**src/rtl/hazard_stall_ctrl.sv**
```systemverilog
// -----------------------------------------------------------------------------
// hazard_stall_ctrl
//
// Stall/flush controller for the 5-stage pipeline. It handles the hazards the
// forwarding unit cannot bypass:
//   - load-use hazards: the front end is frozen and bubbles are inserted into ID/EX
//   - data-memory wait states: the whole pipeline is frozen
//   - taken branches: IF/ID and ID/EX are flushed
// The priority within a cycle is memory wait > taken branch > load-use.
//
// Parameters
//   LOAD_LAT     bubbles inserted per load-use hazard (1..7)
//   MEM_TIMEOUT  wait cycles after which mem_timeout asserts (1..65535)
//
// Ports
//   clk              in   pipeline clock, rising edge
//   rst_n            in   asynchronous active-low reset
//   rs1_ID, rs2_ID   in   source registers of the instruction in ID
//   uses_rs2_ID      in   instruction in ID reads rs2
//   rd_EX            in   destination register of the instruction in EX
//   MemRead_EX       in   instruction in EX is a load
//   branch_taken_EX  in   branch/jump resolved taken in EX
//   mem_req_MEM      in   instruction in MEM accesses data memory
//   mem_ready_MEM    in   data memory completes the access this cycle
//   pc_write         out  PC update enable
//   ifid_write       out  IF/ID register enable
//   ifid_flush       out  clear IF/ID to NOP
//   idex_bubble      out  load NOP into ID/EX
//   idex_flush       out  clear ID/EX to NOP
//   back_hold        out  hold EX/MEM and MEM/WB; no register-file write
//   mem_timeout      out  sticky error: memory wait reached MEM_TIMEOUT cycles
//
// Optional feature (macro HAZARD_PERF_CNT_EN)
//   perf_clr         in   synchronous clear of both performance counters
//   stall_cycles     out  cycles with pc_write=0, saturating
//   flush_count      out  taken-branch flushes, saturating
// -----------------------------------------------------------------------------
module hazard_stall_ctrl #(
  parameter int LOAD_LAT    = 1,
  parameter int MEM_TIMEOUT = 255
) (
  input  logic        clk,
  input  logic        rst_n,
  input  logic [4:0]  rs1_ID,
  input  logic [4:0]  rs2_ID,
  input  logic        uses_rs2_ID,
  input  logic [4:0]  rd_EX,
  input  logic        MemRead_EX,
  input  logic        branch_taken_EX,
  input  logic        mem_req_MEM,
  input  logic        mem_ready_MEM,
  output logic        pc_write,
  output logic        ifid_write,
  output logic        ifid_flush,
  output logic        idex_bubble,
  output logic        idex_flush,
  output logic        back_hold,
  output logic        mem_timeout
`ifdef HAZARD_PERF_CNT_EN
  ,
  input  logic        perf_clr,
  output logic [31:0] stall_cycles,
  output logic [15:0] flush_count
`endif
);

  localparam int BW = $clog2(LOAD_LAT + 1);
  localparam int WW = $clog2(MEM_TIMEOUT + 1);

  localparam logic [BW-1:0] B_ONE  = BW'(1);
  localparam logic [BW-1:0] B_LAST = BW'(LOAD_LAT - 1);
  localparam logic [WW-1:0] W_ONE  = WW'(1);
  localparam logic [WW-1:0] W_MAX  = WW'(MEM_TIMEOUT);

  typedef enum logic [1:0] {
    ST_RUN      = 2'd0,
    ST_LU_STALL = 2'd1,
    ST_MEM_WAIT = 2'd2
  } state_t;

  // State registers
  state_t          r_state;
  state_t          r_ret_state;   // where MEM_WAIT goes back to
  logic [BW-1:0]   r_bcnt;        // bubbles already inserted for the current load
  logic [WW-1:0]   r_wcnt;        // wait cycles already spent in the current access
  logic            r_timeout;

  // Combinational decode
  logic            w_lu;
  logic            w_mw;
  state_t          w_eff_state;
  state_t          w_state_next;
  state_t          w_ret_next;
  logic [BW-1:0]   w_bcnt_next;
  logic [WW-1:0]   w_wcnt_next;
  logic            w_freeze;
  logic            w_stall;
  logic            w_flush;
  logic            w_to_hit;

  assign w_lu = MemRead_EX && (rd_EX != 5'd0) &&
                ((rd_EX == rs1_ID) || (uses_rs2_ID && (rd_EX == rs2_ID)));

  assign w_mw = mem_req_MEM && !mem_ready_MEM;

  // The cycle the memory completes, the freeze is released immediately: that
  // cycle is evaluated as if we were already back in the saved return state,
  // so a pending branch flush or a remaining load-use bubble applies at once.
  assign w_eff_state = ((r_state == ST_MEM_WAIT) && !w_mw) ? r_ret_state : r_state;

  always_comb begin
    w_state_next = r_state;
    w_ret_next   = r_ret_state;
    w_bcnt_next  = r_bcnt;
    w_wcnt_next  = r_wcnt;
    w_freeze     = 1'b0;
    w_stall      = 1'b0;
    w_flush      = 1'b0;

    case (w_eff_state)
      ST_RUN: begin
        w_state_next = ST_RUN;
        if (w_mw) begin
          w_freeze     = 1'b1;
          w_state_next = ST_MEM_WAIT;
          w_ret_next   = ST_RUN;
          w_wcnt_next  = W_ONE;
        end else if (branch_taken_EX) begin
          // The ID instruction is squashed, so a coincident load-use is moot.
          w_flush = 1'b1;
        end else if (w_lu) begin
          w_stall = 1'b1;
          if (LOAD_LAT > 1) begin
            w_state_next = ST_LU_STALL;
            w_bcnt_next  = B_ONE;
          end
        end
      end

      ST_LU_STALL: begin
        w_state_next = ST_LU_STALL;
        if (w_mw) begin
          // Bubble count is kept so the remaining bubbles follow the wait.
          w_freeze     = 1'b1;
          w_state_next = ST_MEM_WAIT;
          w_ret_next   = ST_LU_STALL;
          w_wcnt_next  = W_ONE;
        end else begin
          w_stall = 1'b1;
          if (r_bcnt >= B_LAST) begin
            w_state_next = ST_RUN;
            w_bcnt_next  = '0;
          end else begin
            w_bcnt_next  = r_bcnt + B_ONE;
          end
        end
      end

      ST_MEM_WAIT: begin
        // Only reached while the access is still pending (see w_eff_state);
        // branch and load-use requests are masked here.
        w_freeze     = 1'b1;
        w_state_next = ST_MEM_WAIT;
        w_wcnt_next  = (r_wcnt == W_MAX) ? W_MAX : (r_wcnt + W_ONE);
      end

      default: begin
        w_state_next = ST_RUN;
        w_ret_next   = ST_RUN;
      end
    endcase
  end

  // w_wcnt_next is the ordinal of the current wait cycle, so the flag rises in
  // the MEM_TIMEOUT-th frozen cycle rather than one cycle later.
  assign w_to_hit = w_freeze && (w_wcnt_next == W_MAX);

  always_ff @(posedge clk or negedge rst_n) begin
    if (!rst_n) begin
      r_state     <= ST_RUN;
      r_ret_state <= ST_RUN;
      r_bcnt      <= '0;
      r_wcnt      <= '0;
      r_timeout   <= 1'b0;
    end else begin
      r_state     <= w_state_next;
      r_ret_state <= w_ret_next;
      r_bcnt      <= w_bcnt_next;
      r_wcnt      <= w_wcnt_next;
      r_timeout   <= r_timeout | w_to_hit;
    end
  end

  // Outputs are combinational from state and inputs. They are also forced to
  // their idle values while rst_n is low, so a hazard present on the inputs
  // during reset cannot stall or flush the pipeline.
  logic w_pc_write;
  assign w_pc_write = !(w_freeze || w_stall);

  assign pc_write    = w_pc_write            || !rst_n;
  assign ifid_write  = !(w_freeze || w_stall) || !rst_n;
  assign ifid_flush  = w_flush               && rst_n;
  assign idex_flush  = w_flush               && rst_n;
  assign idex_bubble = w_stall               && rst_n;
  assign back_hold   = w_freeze              && rst_n;
  assign mem_timeout = (r_timeout || w_to_hit) && rst_n;

`ifdef HAZARD_PERF_CNT_EN
  logic [31:0] r_stall_cycles;
  logic [15:0] r_flush_count;

  always_ff @(posedge clk or negedge rst_n) begin
    if (!rst_n) begin
      r_stall_cycles <= '0;
      r_flush_count  <= '0;
    end else if (perf_clr) begin
      r_stall_cycles <= '0;
      r_flush_count  <= '0;
    end else begin
      if (!w_pc_write && (r_stall_cycles != 32'hFFFF_FFFF)) begin
        r_stall_cycles <= r_stall_cycles + 32'd1;
      end
      if (w_flush && (r_flush_count != 16'hFFFF)) begin
        r_flush_count <= r_flush_count + 16'd1;
      end
    end
  end

  assign stall_cycles = r_stall_cycles;
  assign flush_count  = r_flush_count;
`endif

endmodule

```
**config.mk**
```make
export PLATFORM = sky130hd
export DESIGN_NAME = hazard_stall_ctrl
export DESIGN_NICKNAME = d
export VERILOG_FILES = /design/src/rtl/hazard_stall_ctrl.sv
export SDC_FILE = /design/constraint.sdc
export NUM_CORES = 1
export LEC_CHECK = 0
export CAP_MARGIN = 20
export CORE_ASPECT_RATIO = 1.4
export CORE_MARGIN = 3
export CORE_UTILIZATION = 48
export DETAILED_ROUTE_END_ITERATION = 12
export PLACE_DENSITY = 0.86
export SLEW_MARGIN = 30
export SYNTH_ARGS = -nofsm -noshare
export SYNTH_HDL_FRONTEND = slang
export SYNTH_SLANG_ARGS = --single-unit
export TNS_END_PERCENT = 50
```
**constraint.sdc**
```tcl
create_clock -name clk -period 5.5 [get_ports clk]
set_input_delay 1.1 -clock clk [delete_from_list [all_inputs] [get_ports clk]]
set_output_delay 1.1 -clock clk [all_outputs]
set_load 0.05 [all_outputs]
```
# After elaboration in Yosys (flattened, before gate mapping)
# Cells that the tools add are included.
[word_totals] regBits=14
[op_classes] addsub=2 order_cmp=1 eq_ne=9 mux=22 bitwise_logic=3 n_reduce_logical=23
[op_table] op="equality test 8 bit, second input constant" count=2
[op_table] op="two-way mux 8 bit" count=2
[op_table] op="case mux 8 bit (2 select lines)" count=1
[op_table] op="case mux 2 bit (3 select lines)" count=2
[op_table] op="equality test 5 bit" count=2
[op_table] op="logical AND 1 bit" count=10
[op_table] op="two-way mux 1 bit" count=10
[op_table] op="two-way mux 2 bit" count=5
[op_table] op="adder 8 x 1 -> 8 bit, second input constant" count=1
[op_table] op="nonzero test 5 bit" count=1
[op_table] op="equality test 2 bit, second input constant" count=2
[op_table] op="zero test 1 bit" count=4
[op_table] op="logical OR 1 bit" count=4
[op_table] op="!= test 2 bit, second input constant" count=2
[op_table] op="case mux 1 bit (2 select lines)" count=2
[op_table] op="AND reduction 3 bit" count=1
[op_table] op="equality test 2 x 1 -> 1 bit, second input constant" count=1
[op_table] op="zero test 2 bit" count=1
[op_table] op="NOT 1 bit" count=2
[op_table] op="AND reduction 2 bit" count=1
[op_table] op="OR reduction 2 bit" count=1
[op_table] op="adder 1 bit, second input constant" count=1
[op_table] op="greater-or-equal comparator 1 bit, second input constant" count=1
[op_table] op="OR 1 bit" count=1

# Logic depth before layout (Yosys ltp)
# Gate-level depths: netlist of the first run.
[logic_depth] depth_word=12 mapped_depth=7

# Worst setup path before layout of the first run
# OpenSTA, ideal clock, no wires.
[synth_timing] path_kind="input to output" from="in rd_EX[1]" to="out pc_write" arrival_ns=3.438 required_ns=4.400 slack_ns=0.962 stages=5 cell_sequence="or4_1 -> o21ai_1 -> a21oi_1 -> o31ai_1 -> buf_4"
[synth_between] elab_chain_len=11
[synth_lines] item="start, declared" line_no="47" source="input logic [4:0] rd_EX,"
[synth_lines] item="equality test 5 bit" line_no="102" source="((rd_EX == rs1_ID) || (uses_rs2_ID && (rd_EX == rs2_ID)));"
[synth_lines] item="logical AND 1 bit" line_no="102"
[synth_lines] item="logical OR 1 bit" line_no="102"
[synth_lines] item="logical AND 1 bit (*)" line_no="101" source="assign w_lu = MemRead_EX && (rd_EX != 5'd0) &&"
[synth_lines] item="two-way mux 1 bit (*)" line_no="131" source="end else if (w_lu) begin"
[synth_lines] item="two-way mux 1 bit (*)" line_no="128" source="end else if (branch_taken_EX) begin"
[synth_lines] item="two-way mux 1 bit (*)" line_no="123" source="if (w_mw) begin"
[synth_lines] item="case mux 1 bit (2 select lines) (*)" line_no="120" source="case (w_eff_state)"
[synth_lines] item="logical OR 1 bit (*)"
[synth_lines] item="zero test 1 bit (*)"
[synth_lines] item="logical OR 1 bit (*)"
[synth_lines] item="end, declared" line_no="52" source="output logic pc_write,"
# Mark *: on every way between the ends. The rest lies on a longest branch, timed or not.

# Final worst setup path of the first run
[layout_timing] from="in mem_req_MEM" to="out mem_timeout"
[layout_lines] item="start, declared" line_no="50" source="input logic mem_req_MEM,"
[layout_lines] item="logical AND 1 bit (*)" line_no="104" source="assign w_mw = mem_req_MEM && !mem_ready_MEM;"
[layout_lines] item="zero test 1 bit" line_no="109" source="assign w_eff_state = ((r_state == ST_MEM_WAIT) && !w_mw) ? r_ret_state : r_state;"
[layout_lines] item="logical AND 1 bit" line_no="109"
[layout_lines] item="two-way mux 2 bit" line_no="109"
[layout_lines] item="equality test 2 x 1 -> 1 bit or zero test 2 bit (tied branches)" line_no="120"
[layout_lines] item="OR reduction 2 bit (no line)"
[layout_lines] item="case mux 1 bit (2 select lines) (*)" line_no="120"
[layout_lines] item="named net w_freeze" line_no="96" source="logic w_freeze;"
[layout_lines] item="logical AND 1 bit (*)" line_no="176" source="assign w_to_hit = w_freeze && (w_wcnt_next == W_MAX);"
[layout_lines] item="logical OR 1 bit (*)" line_no="206" source="assign mem_timeout = (r_timeout || w_to_hit) && rst_n;"
[layout_lines] item="logical AND 1 bit (*)" line_no="206"
[layout_lines] item="end, declared" line_no="58" source="output logic mem_timeout"
# Mark *: on every way through the listed nets, which the timed path passes. The rest lies on a longest branch.

==> impl_metrics.ini, run 1 <==
[outcome]
status = finished, final reports clean

[sta]
fmax_mhz = 217
tns_ps = 0
final_hold_viol_count = 0
max_slew_margin_pct = 57.9
worst_slew_pin_slew_ps = 630
final.period_utilization_pct = 83.7
finClkSkew_ps = 0.963
rsz0062_at_grt = false
worst_slack_ps = 895
timing.final.max_slew_violations = 0
finalSetupViolCount = 0
finalCriticalPeriod_ps = 4600

[placement]
preCtsSetupSlack_ps = 890
place_area_um2 = 1130
globalplace.congestion = 0.853
portBuffers = 28
place_hpwl_um = 1670

[routing]
ant_nets = 0
drt_iter0_drc = 23
wirelength_um = 2050
vias = 845
first_pass_iters = 4
wire_per_inst_um = 14.3
vias_per_cell = 5.91
remaining_drc_errors = 0

[pwr]
max-vdd-ir-drop_mv = 0.141
p_int_mw = 0.145
switching_share_pct = 32.2
p_switching_mw = 0.0686
powerDensity_nw_per_um2 = 185
seq_power_share_pct = 46.3
clkPwrFrac_pct = 26.2
p_leak_nw = 0.511
p_comb_share_pct = 27.5

[global_routing]
grt_pass1_wl_um = 3580
grt_usage_pct = 18.8
grt_max_degree = 18
grt-ovfl-total = 0
grt_pass1_vias = 861
antenna_found_initial = 0

[clock_tree]
cts_setup_buffers = 0
cts_root_buf = clkbuf_4
clockBufferDepth = 2
tritoncts = done
cts_sinks = 11
ctsHtreeMaxLevel = 1
cts.clk_slew.worst_paths_ps = 70
cts_buffers = 3
postCtsHoldBufs = 0
ctsResizeCount = 0
clk_latency_ps = 260

[yosys]
yosys.area.top_type = dfrtp_1
syn_area_per_cell_um2 = 8.99
yosysTopAreaCellShare_pct = 31.3
synth.yosys.seq_area_share_pct = 31.3
ys_ff_latch = 11
netlist_area_um2 = 881
ys_top_cells_by_area = dfrtp_1 31%, xor2_1 7.0%, a21oi_1 4.5%
syn-num-nets = 121
synth_cell_type_count = 38
ys_warn_count = 0
syn-instance-count = 98

[job]
max-cap-violations = 0

[critical_path]
crit_arrival_ps = 3500
end_kind = output port
critical_path_required_ps = 4400
critical_path_class = input port to output port
r2r_start = r_wcnt[0]$_DFF_PN0_
setup.worst_path.start = mem_req_MEM
crit_fanout = 10
startpoint_type = input port

[floorplanning]
core_area_um2 = 1660
dieArea_um2 = 2390
rows = 17
start_util_pct = 53.1
dieHeight_um = 56.7
fp.dieW_um = 42.2
io_pins = 29

[finish]
diodes = 0
final_area_um2 = 1150
fill_cells = 141
drive_above_1_share_pct = 8.87
area_growth_syn_to_layout_pct = 31.1
final_nets = 148

[worst_hold_path]
hold_class = flop to flop
min_from = r_timeout$_DFF_PN0_
critical path: stages:
cell,delay (ps)
clkdlybuf4s50_1,530
nand2b_1,260
inv_4,190
nand2_1,90
nor3_1,200
o211a_1,190
a31o_1,140
clkdlybuf4s50_1,800
registers in the layout (all words and copies together) (netlist names):
register     cells
r_wcnt           8
r_ret_state      1
r_state          1
r_timeout        1
cell families after synthesis:
kind of cell             after synthesis  share of synthesized area [%]
flip-flops                            11                           31.2
AO/OA/AOI/OAI                         29                           22.0
adder cells (fa/ha/maj)                1                           1.42
XOR/XNOR                              11                           10.9
AND/OR/NAND/NOR                       36                           26.0
buffers and inverters                 10                           8.38
path summary, 6_finish.rpt:
| check | depth (start not counted) | end | slack (ps) |
|---|---|---|---|
| setup / recovery | 8 | mem_timeout | 900 |
| hold / removal | 1 | r_timeout$_DFF_PN0_ | 460 |
| setup reg to reg | 6 | r_timeout$_DFF_PN0_ | 3690 |
| hold reg to reg | 1 | r_timeout$_DFF_PN0_ | 460 |
| max in group asynchronous | 1 | r_ret_state[0]$_DFFE_PN0P_ | 3870 |
| min in group asynchronous | 1 | r_wcnt[3]$_DFF_PN0_ | 1220 |
cell usage after synthesis:
| cell | instances |
|---|---|
| dfrtp_1 | 11 |
| a21oi_1 | 8 |
| xor2_1 | 7 |
| nand3_1 | 6 |
| nor2_1 | 6 |
| o21ai_0 | 6 |
| nand2_1 | 4 |
| xnor2_1 | 4 |
| and2_1 | 3 |
| buf_4 | 3 |
| buf_6 | 3 |
| inv_1 | 3 |
| nor3_1 | 3 |
| a31oi_1 | 2 |
| nand4_1 | 2 |
| nor2b_1 | 2 |
| nor4_1 | 2 |
| o211a_1 | 2 |
| o31ai_1 | 2 |
| a211oi_2 | 1 |
| a21o_1 | 1 |
| a22oi_1 | 1 |
| a31o_1 | 1 |
| and3_1 | 1 |
| and4_2 | 1 |
| and4b_1 | 1 |
| ha_1 | 1 |
| inv_4 | 1 |
| nand2b_1 | 1 |
| nand2b_4 | 1 |
| nand4_2 | 1 |
| nand4b_4 | 1 |
| o21ai_1 | 1 |
| o21ai_2 | 1 |
| o21bai_1 | 1 |
| o31a_2 | 1 |
| o32ai_1 | 1 |
| or4_1 | 1 |
layer usage:
layer	part of all wire, %	global-route usage (%)	vias up
met5	0	0	-
met4	1.2	7.56	0
met3	6.4	3.85	4
met2	55	35.1	51
met1	38	19.9	381
li1	-	-	409
through the flow:
stage               power [mW]  cells  utilization [%]  hold WS (ps)
finish                   0.213    143             69.6           459
floorplan                0.133     98                -           420
detailed placement       0.159    139             68.0           450
global route             0.226    143             69.6           488
global placement         0.157    139             68.0           447
CTS                      0.215    143             69.6           464
placed cells by master (no fill, tap or decap), drive strengths merged, types with 2 or more instances in the layout:
master         Yosys  layout
xnor2              4       4
o211a              2       2
nand2b             2       2
o21ai              8       8
nand4              3       3
clkbuf             0       4
a21oi              8       8
and2               3       3
inv                4       4
nor3               3       3
dfrtp             11      11
nor2b              2       2
xor2               7       7
nor4               2       2
nand2              4       4
nor2               6       6
o31ai              2       2
nand3              6       6
a31oi              2       2
clkdlybuf4s50      0      28
area by class of cell:
cell class	count	area, um^2	share of cell area [%]
multi-input cells	77	532	46.0
repair buffers	28	280	24.3
flip-flops and latches	11	275	23.8
clock buffers	4	26.3	2.28
well taps	19	23.8	2.06
inverters	4	17.5	1.52
power by group through the flow:
| stage | Clock (mW) | Combinational [mW] | Sequential (mW) |
|---|---|---|---|
| final | 0.0558 | 0.0586 | 0.0986 |
| after detailed placement | 0 | 0.0591 | 0.100 |
| after global placement | 0 | 0.0577 | 0.0993 |
| after global routing | 0.0611 | 0.0652 | 0.0998 |
| after CTS | 0.0571 | 0.0594 | 0.0982 |
| after floorplan | 0 | 0.0387 | 0.0945 |
Power figures use the tool's default switching activity.
==> run 2: changes to the inputs <==
CORE_UTILIZATION = 40   (was 48)
PLACE_DENSITY = 0.77   (was 0.86)
clock period = 4.1 ns   (was 5.5 ns; I/O delays follow)
==> impl_metrics.ini, run 2 (same netlist as run 1, synthesis figures left out) <==
[pwr]
switching_share_pct = 31.9
seq_power_share_pct = 45.8
finalPower_mw = 0.289
p_leak_nw = 0.536
p_switching_mw = 0.0923
p_comb_share_pct = 28.6
powerDensity_nw_per_um2 = 243
clkPwrFrac_pct = 25.6
max-vdd-ir-drop_mv = 0.172
p_int_mw = 0.197

[placement]
place_inst = 143
portBuffers = 28
globalplace.congestion = 0.777
place_area_um2 = 1160
place_hpwl_um = 1740
preCtsSetupSlack_ps = 510

[floorplanning]
dieHeight_um = 61.5
io_pins = 29
start_util_pct = 43.6
rows = 19
fp.dieW_um = 45.7
core_area_um2 = 2020
dieArea_um2 = 2810

[outcome]
status = finished, final reports clean

[sta]
fmax_mhz = 279
finalSetupViolCount = 0
rsz0062_at_grt = false
worst_slew_pin_slew_ps = 504
finalCriticalPeriod_ps = 3590
final_hold_viol_count = 0
worst_slack_ps = 511
final.period_utilization_pct = 87.5
tns_ps = 0
timing.final.max_slew_violations = 0
finClkSkew_ps = 1.55
holdWs_ps = 454
max_slew_margin_pct = 66.3

[routing]
ant_nets = 0
wirelength_um = 2100
drt_iter0_drc = 34
wire_per_inst_um = 14.3
vias = 860
first_pass_iters = 4
vias_per_cell = 5.85
remaining_drc_errors = 0

[clock_tree]
ctsHtreeMaxLevel = 1
postCtsHoldBufs = 0
cts_buffers = 3
cts.clk_slew.worst_paths_ps = 70
tritoncts = done
cts_setup_buffers = 0
clk_latency_ps = 260
clockBufferDepth = 2
cts_sinks = 11
cts_root_buf = clkbuf_4
ctsResizeCount = 0

[worst_hold_path]
hold_class = flop to flop

[finish]
final_common_cell = clkdlybuf4s50_1
final_cells = 147
area_growth_syn_to_layout_pct = 34.8
final_util_pct = 58.8
top_register = r_wcnt
final_area_um2 = 1190
final_nets = 150
diodes = 0
drive_above_1_share_pct = 13.5
seq_area_um2 = 275
largest_register_ffs = 8
multiInputGateArea_um2 = 532
layout_common_cells = 24 x clkdlybuf4s50_1, 11 x dfrtp_1, 8 x a21oi_1, 7 x xor2_1
fill_cells = 177

[critical_path]
crit_fanout = 10
critical_path_required_ps = 3280
crit_arrival_ps = 2770
critical_path_class = input port to output port
startpoint_type = input port
end_kind = output port

[global_routing]
antenna_found_initial = 0
grt-ovfl-total = 0
grt_max_degree = 16
grt_pass1_wl_um = 3520
grt_usage_pct = 17.3
grt_pass1_vias = 887

[job]
max-cap-violations = 0
run 2: changes by cell type in the layout (fill, tap and decap cells not counted):
cell / delta
buf_12: +2
clkdlybuf4s50_1: -4
buf_4: +4
run 2: layout make-up:
type,instances,area share [%]
clock buffer,4,2.21
inverter,4,1.48
multi-input combinational,77,44.8
sequential,11,23.2
tap,21,2.21
timing repair buffer,30,26.1
run 2: metal layers:
metal	vias to the layer above	wire length (um)	global-route usage [%]
met1	402	776	16.8
met3	2	133	3.51
met5	-	0	0
met2	37	1180	33.1
li1	419	-	-
met4	0	18	8.79
run 2: final timing paths:
check	start	endpoint	slack, ps	cells past startpoint
max	mem_ready_MEM	ifid_flush	510	4
min	r_timeout$_DFF_PN0_	r_timeout$_DFF_PN0_	450	1
max reg2reg	r_wcnt[0]$_DFF_PN0_	r_timeout$_DFF_PN0_	2300	6
min reg2reg	r_timeout$_DFF_PN0_	r_timeout$_DFF_PN0_	450	1
max in group asynchronous	rst_n	r_ret_state[0]$_DFFE_PN0P_	3010	2
min in group asynchronous	rst_n	r_wcnt[3]$_DFF_PN0_	930	2
run 2: power groups by stage:
stage / sequential [mW] / combinational (mW) / clock (mW)
after floorplan: 0.127 / 0.0519 / 0
after global placement: 0.133 / 0.0801 / 0
after detailed placement: 0.135 / 0.0838 / 0
after CTS: 0.133 / 0.0840 / 0.0770
after global routing: 0.135 / 0.0912 / 0.0823
final: 0.132 / 0.0825 / 0.0741
run 2: worst max-delay path, cell delays in order:
cell             delay, ps
clkdlybuf4s50_1        460
nand2b_1               380
and4b_1                280
clkdlybuf4s50_1        820
